--- config.mk ---
export PLATFORM = sky130hd
export DESIGN_NAME = instr_fetch
export DESIGN_NICKNAME = d
export VERILOG_FILES = /design/src/rtl/mips_pkg.sv /design/src/rtl/fetch_fifo2.sv /design/src/rtl/instr_fetch.sv
export SDC_FILE = /design/constraint.sdc
export NUM_CORES = 1
export LEC_CHECK = 0
export CORE_MARGIN = 2
export CORE_UTILIZATION = 37
export CTS_CLUSTER_SIZE = 25
export DETAILED_ROUTE_END_ITERATION = 16
export PLACE_DENSITY = 0.62
export SLEW_MARGIN = 20
export SYNTH_ARGS = -nofsm -noshare
export SYNTH_HDL_FRONTEND = slang
export SYNTH_SLANG_ARGS = --single-unit
--- constraint.sdc ---
create_clock -name clk -period 5.6 [get_ports clk]
set_clock_uncertainty 0.2 [all_clocks]
set_input_delay 1.4 -clock clk [delete_from_list [all_inputs] [get_ports clk]]
set_output_delay 1.4 -clock clk [all_outputs]
set_load 0.1 [all_outputs]
--- src/rtl/mips_pkg.sv ---
// Shared MIPS core definitions: opcode/funct encodings, the reset PC,
// the instruction field positions and the fetch queue entry layout.
package mips_pkg;

    // Fetch PC after reset
    localparam logic [31:0] PC_RESET_DEFAULT = 32'h0000_3000;

    // Instruction field slice positions
    localparam int OP_MSB    = 31;
    localparam int OP_LSB    = 26;
    localparam int FUNCT_MSB = 5;
    localparam int FUNCT_LSB = 0;

    // Primary opcodes recognised by decode
    typedef enum logic [5:0] {
        OP_R     = 6'h00,
        OP_J     = 6'h02,
        OP_JAL   = 6'h03,
        OP_BEQ   = 6'h04,
        OP_BNE   = 6'h05,
        OP_ADDIU = 6'h09,
        OP_SLTI  = 6'h0a,
        OP_ANDI  = 6'h0c,
        OP_ORI   = 6'h0d,
        OP_LUI   = 6'h0f,
        OP_LW    = 6'h23,
        OP_SW    = 6'h2b
    } opcode_e;

    // R-type function codes recognised by decode
    typedef enum logic [5:0] {
        FN_SLL  = 6'h00,
        FN_SRL  = 6'h02,
        FN_SRA  = 6'h03,
        FN_JR   = 6'h08,
        FN_ADD  = 6'h20,
        FN_ADDU = 6'h21,
        FN_SUB  = 6'h22,
        FN_SUBU = 6'h23,
        FN_AND  = 6'h24,
        FN_OR   = 6'h25,
        FN_XOR  = 6'h26,
        FN_NOR  = 6'h27,
        FN_SLT  = 6'h2a
    } funct_e;

    // One fetch queue slot: the word and the PC it was read from
    typedef struct packed {
        logic [31:0] pc;
        logic [31:0] instr;
    } fetch_entry_t;

    localparam int FETCH_ENTRY_W = $bits(fetch_entry_t);

    function automatic logic [5:0] instr_op(input logic [31:0] instr);
        return instr[OP_MSB:OP_LSB];
    endfunction

    function automatic logic [5:0] instr_funct(input logic [31:0] instr);
        return instr[FUNCT_MSB:FUNCT_LSB];
    endfunction

endpackage

--- src/rtl/fetch_fifo2.sv ---
// Two-entry synchronous FIFO with flush.
// Organised as a head register (always the visible output) plus one tail
// slot, so the output only moves on a pop or on a push into an empty queue;
// an empty queue keeps showing the last word it held.
module fetch_fifo2 #(
    parameter int W = 64
) (
    input  logic         clk,
    input  logic         rst_n,
    input  logic         flush,
    input  logic         push,
    input  logic [W-1:0] din,
    input  logic         pop,
    output logic [W-1:0] dout,
    output logic [1:0]   cnt
);

    logic [W-1:0] head;
    logic [W-1:0] tail;
    logic         pop_ok;
    logic         push_ok;

    // Guard against pop-when-empty and push-when-full without a pop
    assign pop_ok  = pop & (cnt != 2'd0);
    assign push_ok = push & ((cnt != 2'd2) | pop_ok);
    assign dout    = head;

    // Queue storage and occupancy; flush empties but leaves head untouched
    always_ff @(posedge clk) begin
        if (!rst_n) begin
            cnt  <= 2'd0;
            head <= '0;
            tail <= '0;
        end else if (flush) begin
            cnt <= 2'd0;
        end else begin
            case ({push_ok, pop_ok})
                2'b10: begin
                    if (cnt == 2'd0) head <= din;
                    else             tail <= din;
                    cnt <= cnt + 2'd1;
                end
                2'b01: begin
                    if (cnt == 2'd2) head <= tail;
                    cnt <= cnt - 2'd1;
                end
                2'b11: begin
                    if (cnt == 2'd1) begin
                        head <= din;
                    end else begin
                        head <= tail;
                        tail <= din;
                    end
                end
                default: ;
            endcase
        end
    end

endmodule

--- src/rtl/instr_fetch.sv ---
// Instruction fetch front end for the single-issue MIPS core.
// Keeps the fetch PC, issues one word read per cycle to a synchronous
// instruction memory while queue credit remains, buffers returned words in
// a 2-entry queue and hands them to decode over valid/ready. A redirect from
// execute flushes everything younger and restarts fetch at the target.
// Optional: define IFETCH_STALL_CNT_EN to add the stall_cnt output, a
// saturating count of cycles where decode was ready but nothing was valid.
module instr_fetch
    import mips_pkg::*;
#(
    parameter logic [31:0] PC_RESET = PC_RESET_DEFAULT,
    parameter int          IMEM_AW  = 10
) (
    input  logic               clk,
    input  logic               rst_n,
`ifdef IFETCH_STALL_CNT_EN
    output logic [31:0]        stall_cnt,
`endif
    output logic               imem_en,
    output logic [IMEM_AW-1:0] imem_addr,
    input  logic [31:0]        imem_rdata,
    input  logic               redirect_valid,
    input  logic [31:0]        redirect_pc,
    output logic               out_valid,
    input  logic               out_ready,
    output logic [31:0]        out_instr,
    output logic [31:0]        out_pc,
    output logic [5:0]         out_op,
    output logic [5:0]         out_funct
);

    logic [31:0]  fetch_pc;
    logic         inflight;
    logic [31:0]  inflight_pc;
    logic [1:0]   cnt;
    logic         pop;
    logic         push;
    logic         issue;
    logic [2:0]   occupancy;
    fetch_entry_t push_entry;
    fetch_entry_t head_entry;

    assign out_valid = (cnt != 2'd0);
    assign pop       = out_valid & out_ready;

    // Slots that will be occupied after this cycle if nothing new is issued:
    // queued words plus the word coming back, minus the one leaving.
    assign occupancy = {1'b0, cnt} + {2'b00, inflight} - {2'b00, pop};

    // A read is only issued when its word is guaranteed a queue slot
    assign issue     = rst_n & ~redirect_valid & (occupancy < 3'd2);
    assign imem_en   = issue;
    assign imem_addr = fetch_pc[IMEM_AW+1:2];

    // The returning word is dropped on redirect; the queue is flushed anyway
    assign push       = inflight & ~redirect_valid;
    assign push_entry = '{pc: inflight_pc, instr: imem_rdata};

    // Fetch PC and in-flight read tracking; redirect wins over issue
    always_ff @(posedge clk) begin
        if (!rst_n) begin
            fetch_pc    <= PC_RESET;
            inflight    <= 1'b0;
            inflight_pc <= '0;
        end else if (redirect_valid) begin
            fetch_pc <= redirect_pc & ~32'h3;
            inflight <= 1'b0;
        end else begin
            inflight <= issue;
            if (issue) begin
                inflight_pc <= fetch_pc;
                fetch_pc    <= fetch_pc + 32'd4;
            end
        end
    end

    fetch_fifo2 #(
        .W(FETCH_ENTRY_W)
    ) u_fifo (
        .clk   (clk),
        .rst_n (rst_n),
        .flush (redirect_valid),
        .push  (push),
        .din   (push_entry),
        .pop   (pop),
        .dout  (head_entry),
        .cnt   (cnt)
    );

    assign out_instr = head_entry.instr;
    assign out_pc    = head_entry.pc;
    assign out_op    = instr_op(head_entry.instr);
    assign out_funct = instr_funct(head_entry.instr);

`ifdef IFETCH_STALL_CNT_EN
    // Count decode-starved cycles, not the redirect cycle, saturating
    always_ff @(posedge clk) begin
        if (!rst_n) begin
            stall_cnt <= '0;
        end else if (out_ready & ~out_valid & ~redirect_valid & (stall_cnt != 32'hFFFF_FFFF)) begin
            stall_cnt <= stall_cnt + 32'd1;
        end
    end
`endif

endmodule
==> results of run 1 <==
-- stage by stage --
step	worst slack, ns	std cells	power, W
finish	0.216	1367	0.00372
global route	0.0877	1367	0.00388
floorplan	0.154	987	0.00231
CTS	0.219	1367	0.00376
global placement	0.218	1335	0.00256
detailed placement	0.241	1335	0.00257
-- placed cells by master, fill, tap and decap left out, types with 7 or more instances in the layout --
master	instances
nand2_1	212
dfxtp_1	187
clkdlybuf4s50_1	150
a21oi_1	97
nor2_1	74
a211oi_1	64
mux2i_1	63
nand3_1	23
clkbuf_16	17
nand4_1	15
o21ai_0	14
buf_4	11
a31oi_1	10
or4_1	9
nor4_1	8
and2_1	8
inv_1	7
o31ai_1	7
or3_1	7
-- power by group through the flow --
stage / logic, W / registers [W] / clock network [W]
floorplan: 0.000446 / 0.00186 / 0
global placement: 0.00105 / 0.00152 / 0
finish: 0.00105 / 0.00149 / 0.00118
global route: 0.00110 / 0.00150 / 0.00127
CTS: 0.00105 / 0.00149 / 0.00122
detailed placement: 0.00105 / 0.00152 / 0
-- state kept, by name, indices dropped and copies added, names as in the netlist --
| register | count |
|---|---|
| u_fifo.cnt | 2 |
| u_fifo.dout | 62 |
| inflight_pc | 30 |
| fetch_pc | 30 |
| inflight | 1 |
| u_fifo.tail | 62 |
-- final timing paths --
kind                                                   start                            to  depth (start not counted)
worst max register to register    u_fifo.cnt[1]$_SDFFE_PP0P_     fetch_pc[16]$_SDFFE_PN0P_                         12
worst min-delay path            u_fifo.tail[30]$_SDFFE_PN0P_  u_fifo.tail[30]$_SDFFE_PN0P_                          2
worst max-delay path                               out_ready                       imem_en                         10
worst min register to register  u_fifo.tail[30]$_SDFFE_PN0P_  u_fifo.tail[30]$_SDFFE_PN0P_                          2
-- logic make-up (layout without fill, tap and decap cells) --
| logic type | after synthesis | in the layout |
|---|---|---|
| buffers and inverters | 107 | 207 |
| AND/OR/NAND/NOR | 390 | 390 |
| multiplexers | 64 | 64 |
| flip-flops | 187 | 187 |
| other | 1 | 2 |
| XOR/XNOR | 8 | 8 |
| AO/OA/AOI/OAI | 223 | 223 |
| adder cells (fa/ha/maj) | 6 | 6 |
-- tightest hold or removal path: stages, from the launching register on --
cell     delay (ns)
dfxtp_1        0.31
nand2_1        0.05
a21oi_1        0.05
-- final cells by class --
class	instances	area (sq um)	share of cell area (%)
multi-input combinational	693	3990	38.5
sequential	187	3740	36.1
timing repair buffer	165	1660	16.1
clock buffer	19	433	4.18
tap	280	350	3.38
clock inverter	13	143	1.38
inverter	10	40.0	0.386
-- metal layers --
metal  global-route usage [%]  wire length (um)
met1                     25.0             10200
met2                     27.4              9200
met3                     3.32               996
met4                     5.91               352
met5                        0                 0
==> impl_metrics.yaml, run 1 <==
timing:
  setup_viol: 0
  fin_crit_ns: 5.38
  hold_ws_ns: 0.253
  slew_violations: 0
  period_share_pct: 96.1
  tightest_slew_ns: 1.06
  slew_headroom_pct: 29.1
  fmax_ghz: 0.186
  rsz0062_at_grt: "no"
  hold_violations: 0
  tns_ns: 0
synthesis:
  synthMuxAreaShare_pct: 7.80
  synth_edf_count: 0
  syn_area_sq_um: 8230
  synthCells: 986
  synth_top_family_by_area: "simple AND/OR/NAND/NOR gates"
  synth_most_common_cell: "nand2_1"
  yosys-top-cells-count: "212 x nand2_1, 187 x dfxtp_1, 98 x a21oi_1, 74 x nor2_1, 65 x a211oi_1"
  synth_fa_ha_area_share_pct: 1.00
  synth_area_per_cell_sq_um: 8.35
  ys_ff_latch: 187
  seq_area_frac_synth_pct: 45.5
  synth_ff_type: "dfxtp_1"
  synth-simple-area-share_pct: 21.3
  synth_top_area_cell: "dfxtp_1"
  async_flop_share_pct: 0
  synth-compound-area-share_pct: 17.2
  synth.distinct_cells: 53
  synth_area_leaders: "dfxtp_1 45%, nand2_1 9.7%, mux2i_1 7.7%, a21oi_1 6.0%, a211oi_1 5.9%"
  synth_top_area_share_pct: 45.5
  synth_xor_area_share_pct: 0.851
  ys_warn_count: 0
worst_setup_path:
  setup.worst_path.end_class: "primary output"
  path_cells: "clkdlybuf4s50_1 > nand2b_1 > inv_1 > ha_1 > nand2b_1 > fa_1 > and3b_1 > nand2_1 > clkinv_1 > buf_12"
  critPathTopFamily: "buffers and inverters"
  crit_path_start_kind: "input port"
  critPathKind: "in -> out"
  crit_buf_inv: 4
  crit_slowest_cell: "fa_1"
  cp_data_arrival_time_ns: 3.78
  worst-r2r-setup-slack_ns: 1.68
  cpPeakStageDelay_ns: 0.52
  crit_path_max_fanout: 4
  required_ns: 4.00
  crit_path_frequent_cell: "nand2b_1"
floorplan:
  core_sq_um: 21800
  die_h_um: 153
  die_x_um: 153
  die_area_sq_um: 23500
  ios: 156
  rows: 54
  start_util_pct: 37.7
final_layout:
  area_delta_synth_final_pct: 26.0
  num_antenna_cells: 0
  final_nets: 1148
  final_util_pct: 47.5
  fillers: 2125
  stdcell_area_sq_um: 10400
  post_route_cells_drive_above_1_share_pct: 5.24
place:
  io_buffers: 151
  routabilityCongestion: 0.865
  hpwl_um: 13600
  placed_cell_area_sq_um: 9790
clock_network:
  cts_buffers: 17
  post_cts_resized: 0
  post_cts_buffers: 0
  clk_pin_slew_ns: 0.07
  root_buffer: "clkbuf_16"
  h-tree-depth: 4
  cts.sinks: 187
  clock_tree.buffer_depth: 2
  cts_tree: "built"
  clock_latency_ns: 0.43
  cts_hold_buffers: 0
pwr:
  power_leakage_nw: 3.29
  p_per_area_nw_per_um2: 359
  peakVddDrop_mv: 0.188
  internal-power_w: 0.00235
  swShare_pct: 36.8
  combinationalPowerShare_pct: 28.2
  pwr-share-seq_pct: 40.0
  p_switching_w: 0.00137
  clockPowerShare_pct: 31.8
routing:
  remaining_drc_errors: 0
  first_pass_iters: 4
  ant_nets: 0
  wl_per_cell_um: 15.2
  drt_iter0_drc: 354
  route.vias.total: 7098
  routed_wl_um: 20800
  viasPerCell: 5.19
global_routing:
  grt_max_degree: 125
  overflow: 0
  grt_pass1_wl_um: 34300
  track_usage_pct: 17.8
  antenna_found_initial: 0
  grt_pass1_vias: 6600
job:
  cap_violations: 0
outcome:
  outcome: "complete, no violations"
hold_path:
  hp-class: "reg -> reg"
Note: power is estimated with default switching activity, not from simulation.
==> run 2: changes to the inputs <==
--- a/config.mk
+++ b/config.mk
@@ -5,11 +5,12 @@
 export SDC_FILE = /design/constraint.sdc
 export NUM_CORES = 1
 export LEC_CHECK = 0
+export ABC_CLOCK_PERIOD_IN_PS = 5600
 export CORE_MARGIN = 2
 export CORE_UTILIZATION = 37
 export CTS_CLUSTER_SIZE = 25
 export DETAILED_ROUTE_END_ITERATION = 16
-export PLACE_DENSITY = 0.62
+export PLACE_DENSITY_LB_ADDON = 0.25
 export SLEW_MARGIN = 20
 export SYNTH_ARGS = -nofsm -noshare
 export SYNTH_HDL_FRONTEND = slang
==> impl_metrics.yaml, run 2 (same netlist as run 1, synthesis figures left out) <==
outcome:
  outcome: "complete, no violations"
final_layout:
  final_cell_mix: "212 x nand2_1, 187 x dfxtp_1, 150 x clkdlybuf4s50_1"
  post_route_cells_drive_above_1_share_pct: 5.34
  ff_latch_area_sq_um: 3740
  area_delta_synth_final_pct: 26.5
  num_antenna_cells: 0
  mostFrequentLayoutCell: "nand2_1"
  fillers: 2123
  final_nets: 1148
  multiInputGateArea_sq_um: 3990
worst_setup_path:
  worst-r2r-setup-slack_ns: 1.62
  required_ns: 4.00
  rr_worst_depth: 12
  crit_path_max_fanout: 4
  setup.worst_path.end_class: "primary output"
  r2r_end: "fetch_pc[16]$_SDFFE_PN0P_"
  critPathCapture: "imem_en"
  critPathKind: "in -> out"
  cp_data_arrival_time_ns: 3.77
  cp-startpoint: "out_ready"
  crit_path_start_kind: "input port"
  timing.rr.start: "u_fifo.cnt[1]$_SDFFE_PP0P_"
clock_network:
  cts_hold_buffers: 0
  root_buffer: "clkbuf_16"
  clock_latency_ns: 0.42
  cts_buffers: 17
  clk_pin_slew_ns: 0.06
  cts_tree: "built"
  cts.sinks: 187
  post_cts_resized: 0
  post_cts_buffers: 0
  h-tree-depth: 4
  clock_tree.buffer_depth: 2
floorplan:
  die_area_sq_um: 23500
  ios: 156
  start_util_pct: 37.7
  die_x_um: 153
  rows: 54
  die_h_um: 153
  core_sq_um: 21800
routing:
  wl_per_cell_um: 15.2
  remaining_drc_errors: 0
  routed_wl_um: 20800
  route.vias.total: 7079
  first_pass_iters: 5
  drt_iter0_drc: 445
  viasPerCell: 5.18
  ant_nets: 0
place:
  routabilityCongestion: 0.859
  io_buffers: 151
  dp_slack_ns: 0.237
  hpwl_um: 13600
global_routing:
  grt_pass1_wl_um: 33900
  grt_pass1_vias: 6315
  grt_max_degree: 125
  track_usage_pct: 17.6
  overflow: 0
  antenna_found_initial: 0
hold_path:
  hp-class: "reg -> reg"
timing:
  fin_crit_ns: 5.37
  fmax_ghz: 0.186
  hold_violations: 0
  period_share_pct: 95.8
  slew_violations: 0
  setup_viol: 0
  tns_ns: 0
  setup_ws_ns: 0.233
  rsz0062_at_grt: "no"
  tightest_slew_ns: 1.07
  slew_headroom_pct: 28.2
  hold_ws_ns: 0.252
pwr:
  peakVddDrop_mv: 0.176
  p_per_area_nw_per_um2: 367
  power_leakage_nw: 3.33
job:
  cap_violations: 0
==> run 2: changes by cell type in the layout (fill, tap and decap cells not counted) <==
| cell | delta |
|---|---|
| clkbuf_1 | -1 |
| inv_6 | +1 |
| bufinv_16 | +2 |
| clkbuf_8 | +1 |
| clkinvlp_4 | -3 |
| buf_4 | +1 |
| buf_12 | -1 |
==> run 2: area by class of cell <==
cell class,instances,area share [%]
Timing Repair Buffer,165,15.9
Clock inverter,13,1.81
Tap cell,280,3.36
Clock buffer,19,4.25
Sequential cell,187,36.0
Multi-Input combinational cell,693,38.4
Inverter,10,0.385
==> run 2: worst max-delay path, stage by stage <==
cell and delay [ns]:
clkdlybuf4s50_1 0.46, nand2b_1 0.21, inv_1 0.10, ha_1 0.27, nand2b_1 0.16, fa_1 0.48, and3b_1 0.24, nand2_1 0.10
clkinv_1 0.14, buf_12 0.20
==> run 2: routing by layer <==
metal / GRT usage, % / wire length [um] / vias up
li1: - / - / 3631
met1: 25.4 / 10300 / 3235
met2: 26.5 / 9160 / 197
met3: 3.57 / 1070 / 16
met4: 4.94 / 252 / 0
met5: 0 / 0 / -
==> run 2: where the power goes <==
| group | internal (W) | switching (W) | total, W |
|---|---|---|---|
| clock network | 0.000764 | 0.000524 | 0.00129 |
| logic | 0.000277 | 0.000772 | 0.00105 |
| registers | 0.00141 | 0.0000729 | 0.00149 |
| total | 0.00245 | 0.00137 | 0.00382 |
==> run 2: worst min path at each step <==
stage	startpoint	endpoint	slack (ns)	cells past startpoint
after floorplan	fetch_pc[31]$_SDFFE_PN0P_	inflight_pc[31]$_SDFFE_PN0P_	0.24	2
final	u_fifo.tail[60]$_SDFFE_PN0P_	u_fifo.tail[60]$_SDFFE_PN0P_	0.25	2
after global routing	u_fifo.tail[21]$_SDFFE_PN0P_	u_fifo.tail[21]$_SDFFE_PN0P_	0.27	2
after global placement	u_fifo.tail[60]$_SDFFE_PN0P_	u_fifo.tail[60]$_SDFFE_PN0P_	0.24	2
after detailed placement	u_fifo.tail[35]$_SDFFE_PN0P_	u_fifo.tail[35]$_SDFFE_PN0P_	0.25	2
after CTS	u_fifo.tail[43]$_SDFFE_PN0P_	u_fifo.tail[43]$_SDFFE_PN0P_	0.26	2
==> run 2: per-stage QoR <==
stage	util (%)	instances	power (W)	instance area, sq um
floorplan	-	987	0.00231	8240
global placement	44.8	1335	0.00256	9780
detailed placement	44.8	1335	0.00257	9780
CTS	47.7	1367	0.00387	10400
global route	47.7	1367	0.00399	10400
finish	47.7	1367	0.00382	10400
==> run 3: changes to the inputs <==
--- a/config.mk
+++ b/config.mk
@@ -6,8 +6,8 @@
 export NUM_CORES = 1
 export LEC_CHECK = 0
 export ABC_CLOCK_PERIOD_IN_PS = 5600
-export CORE_MARGIN = 2
 export CORE_UTILIZATION = 37
+export CTS_CLUSTER_DIAMETER = 100
 export CTS_CLUSTER_SIZE = 25
 export DETAILED_ROUTE_END_ITERATION = 16
 export PLACE_DENSITY_LB_ADDON = 0.25
==> impl_metrics.yaml, run 3 (same netlist as run 1, synthesis figures left out) <==
timing:
  hold_ws_ns: 0.253
  slew_violations: 0
  setup_ws_ns: 0.195
  slew_headroom_pct: 28.2
  tightest_slew_ns: 1.07
  fmax_ghz: 0.185
  period_share_pct: 96.5
  rsz0062_at_grt: "no"
  fin_crit_ns: 5.40
  tns_ns: 0
  setup_viol: 0
  hold_violations: 0
worst_setup_path:
  timing.rr.start: "u_fifo.cnt[1]$_SDFFE_PP0P_"
  rr_worst_depth: 12
  crit_path_max_fanout: 4
  critPathKind: "in -> out"
  crit_path_start_kind: "input port"
  worst-r2r-setup-slack_ns: 1.69
  cp_data_arrival_time_ns: 3.80
  r2r_end: "fetch_pc[16]$_SDFFE_PN0P_"
  required_ns: 4.00
  setup.worst_path.end_class: "primary output"
floorplan:
  core_sq_um: 21800
  die_area_sq_um: 22800
  ios: 156
  rows: 54
  die_x_um: 151
  start_util_pct: 37.7
  die_h_um: 151
routing:
  viasPerCell: 5.14
  route.vias.total: 7036
  remaining_drc_errors: 0
  ant_nets: 0
  routed_wl_um: 20600
  drt_iter0_drc: 499
  first_pass_iters: 5
  wl_per_cell_um: 15.1
clock_network:
  post_cts_buffers: 0
  root_buffer: "clkbuf_16"
  clock_latency_ns: 0.43
  cts_tree: "built"
  post_cts_resized: 0
  h-tree-depth: 4
  cts_hold_buffers: 0
  clock_tree.buffer_depth: 2
  clk_pin_slew_ns: 0.06
  cts.sinks: 187
  cts_buffers: 17
place:
  hpwl_um: 13800
  dp_slack_ns: 0.251
  io_buffers: 151
  routabilityCongestion: 0.851
global_routing:
  grt_max_degree: 98
  antenna_found_initial: 0
  overflow: 0
  track_usage_pct: 18.3
  grt_pass1_vias: 6187
  grt_pass1_wl_um: 32900
final_layout:
  mostFrequentLayoutCell: "nand2_1"
  area_delta_synth_final_pct: 26.4
  final_cell_mix: "212 x nand2_1, 187 x dfxtp_1, 150 x clkdlybuf4s50_1"
  post_route_cells_drive_above_1_share_pct: 5.51
  num_antenna_cells: 0
  final_nets: 1149
outcome:
  outcome: "complete, no violations"
hold_path:
  hp-start: "u_fifo.tail[63]$_SDFFE_PN0P_"
  min_path_cells: 2
  hp-class: "reg -> reg"
  whs_endpoint: "u_fifo.tail[63]$_SDFFE_PN0P_"
job:
  cap_violations: 0
pwr:
  power_leakage_nw: 3.31
  fin_total_pwr_w: 0.00372
  p_per_area_nw_per_um2: 358
  peakVddDrop_mv: 0.147
run 3: changes by cell type in the layout (fill, tap and decap cells not counted), sizes merged:
cell,previous run,this run
bufinv,4,1
buf,15,16
clkinvlp,2,4
clkbuf,19,20
clkinv,6,7
inv,11,10
run 3: power breakdown:
| part | internal [W] | leakage, nW | switching, W |
|---|---|---|---|
| Combinational | 0.000282 | 1.52 | 0.000771 |
| Clock | 0.000653 | 0.275 | 0.000530 |
| Sequential | 0.00141 | 1.52 | 0.0000728 |
| Total | 0.00235 | 3.31 | 0.00137 |
run 3: worst max-delay path by stage:
stage,from,cells after the start,slack [ns],to
5_1_grt,out_ready,10,0.07,imem_en
2_1_floorplan,out_ready,10,0.15,imem_en
3_5_place_dp,out_ready,10,0.25,imem_en
6_report,out_ready,10,0.20,imem_en
4_1_cts,out_ready,10,0.23,imem_en
3_3_place_gp,out_ready,10,0.21,imem_en
run 3: layout make-up:
type                       instances  area [sq um]
clock buffer                      20           467
clock inverter                    12           114
fill                            2122         11400
inverter                          10          40.0
multi-input combinational        693          3990
sequential                       187          3740
tap                              280           350
timing repair buffer             166          1700
run 3: per-stage QoR:
stage	area, sq um	utilization [%]	std cells
after global placement	9820	45.0	1336
final	10400	47.7	1368
after CTS	10400	47.7	1368
after global routing	10400	47.7	1368
after detailed placement	9820	45.0	1336
after floorplan	8240	-	987
run 3: layer usage:
metal	up-vias	track usage (%)	routed length, um
met4	0	6.55	315
met1	3188	26.1	10200
li1	3633	-	-
met5	-	0	0
met2	192	27.1	8990
met3	23	3.83	1070
run 3: worst max-delay path: stages:
cell and delay, ns:
clkdlybuf4s50_1 0.45, nand2b_1 0.21, inv_1 0.11, ha_1 0.27, nand2b_1 0.15, fa_1 0.48, and3b_1 0.25, nand2_1 0.11
clkinv_1 0.16, buf_12 0.21
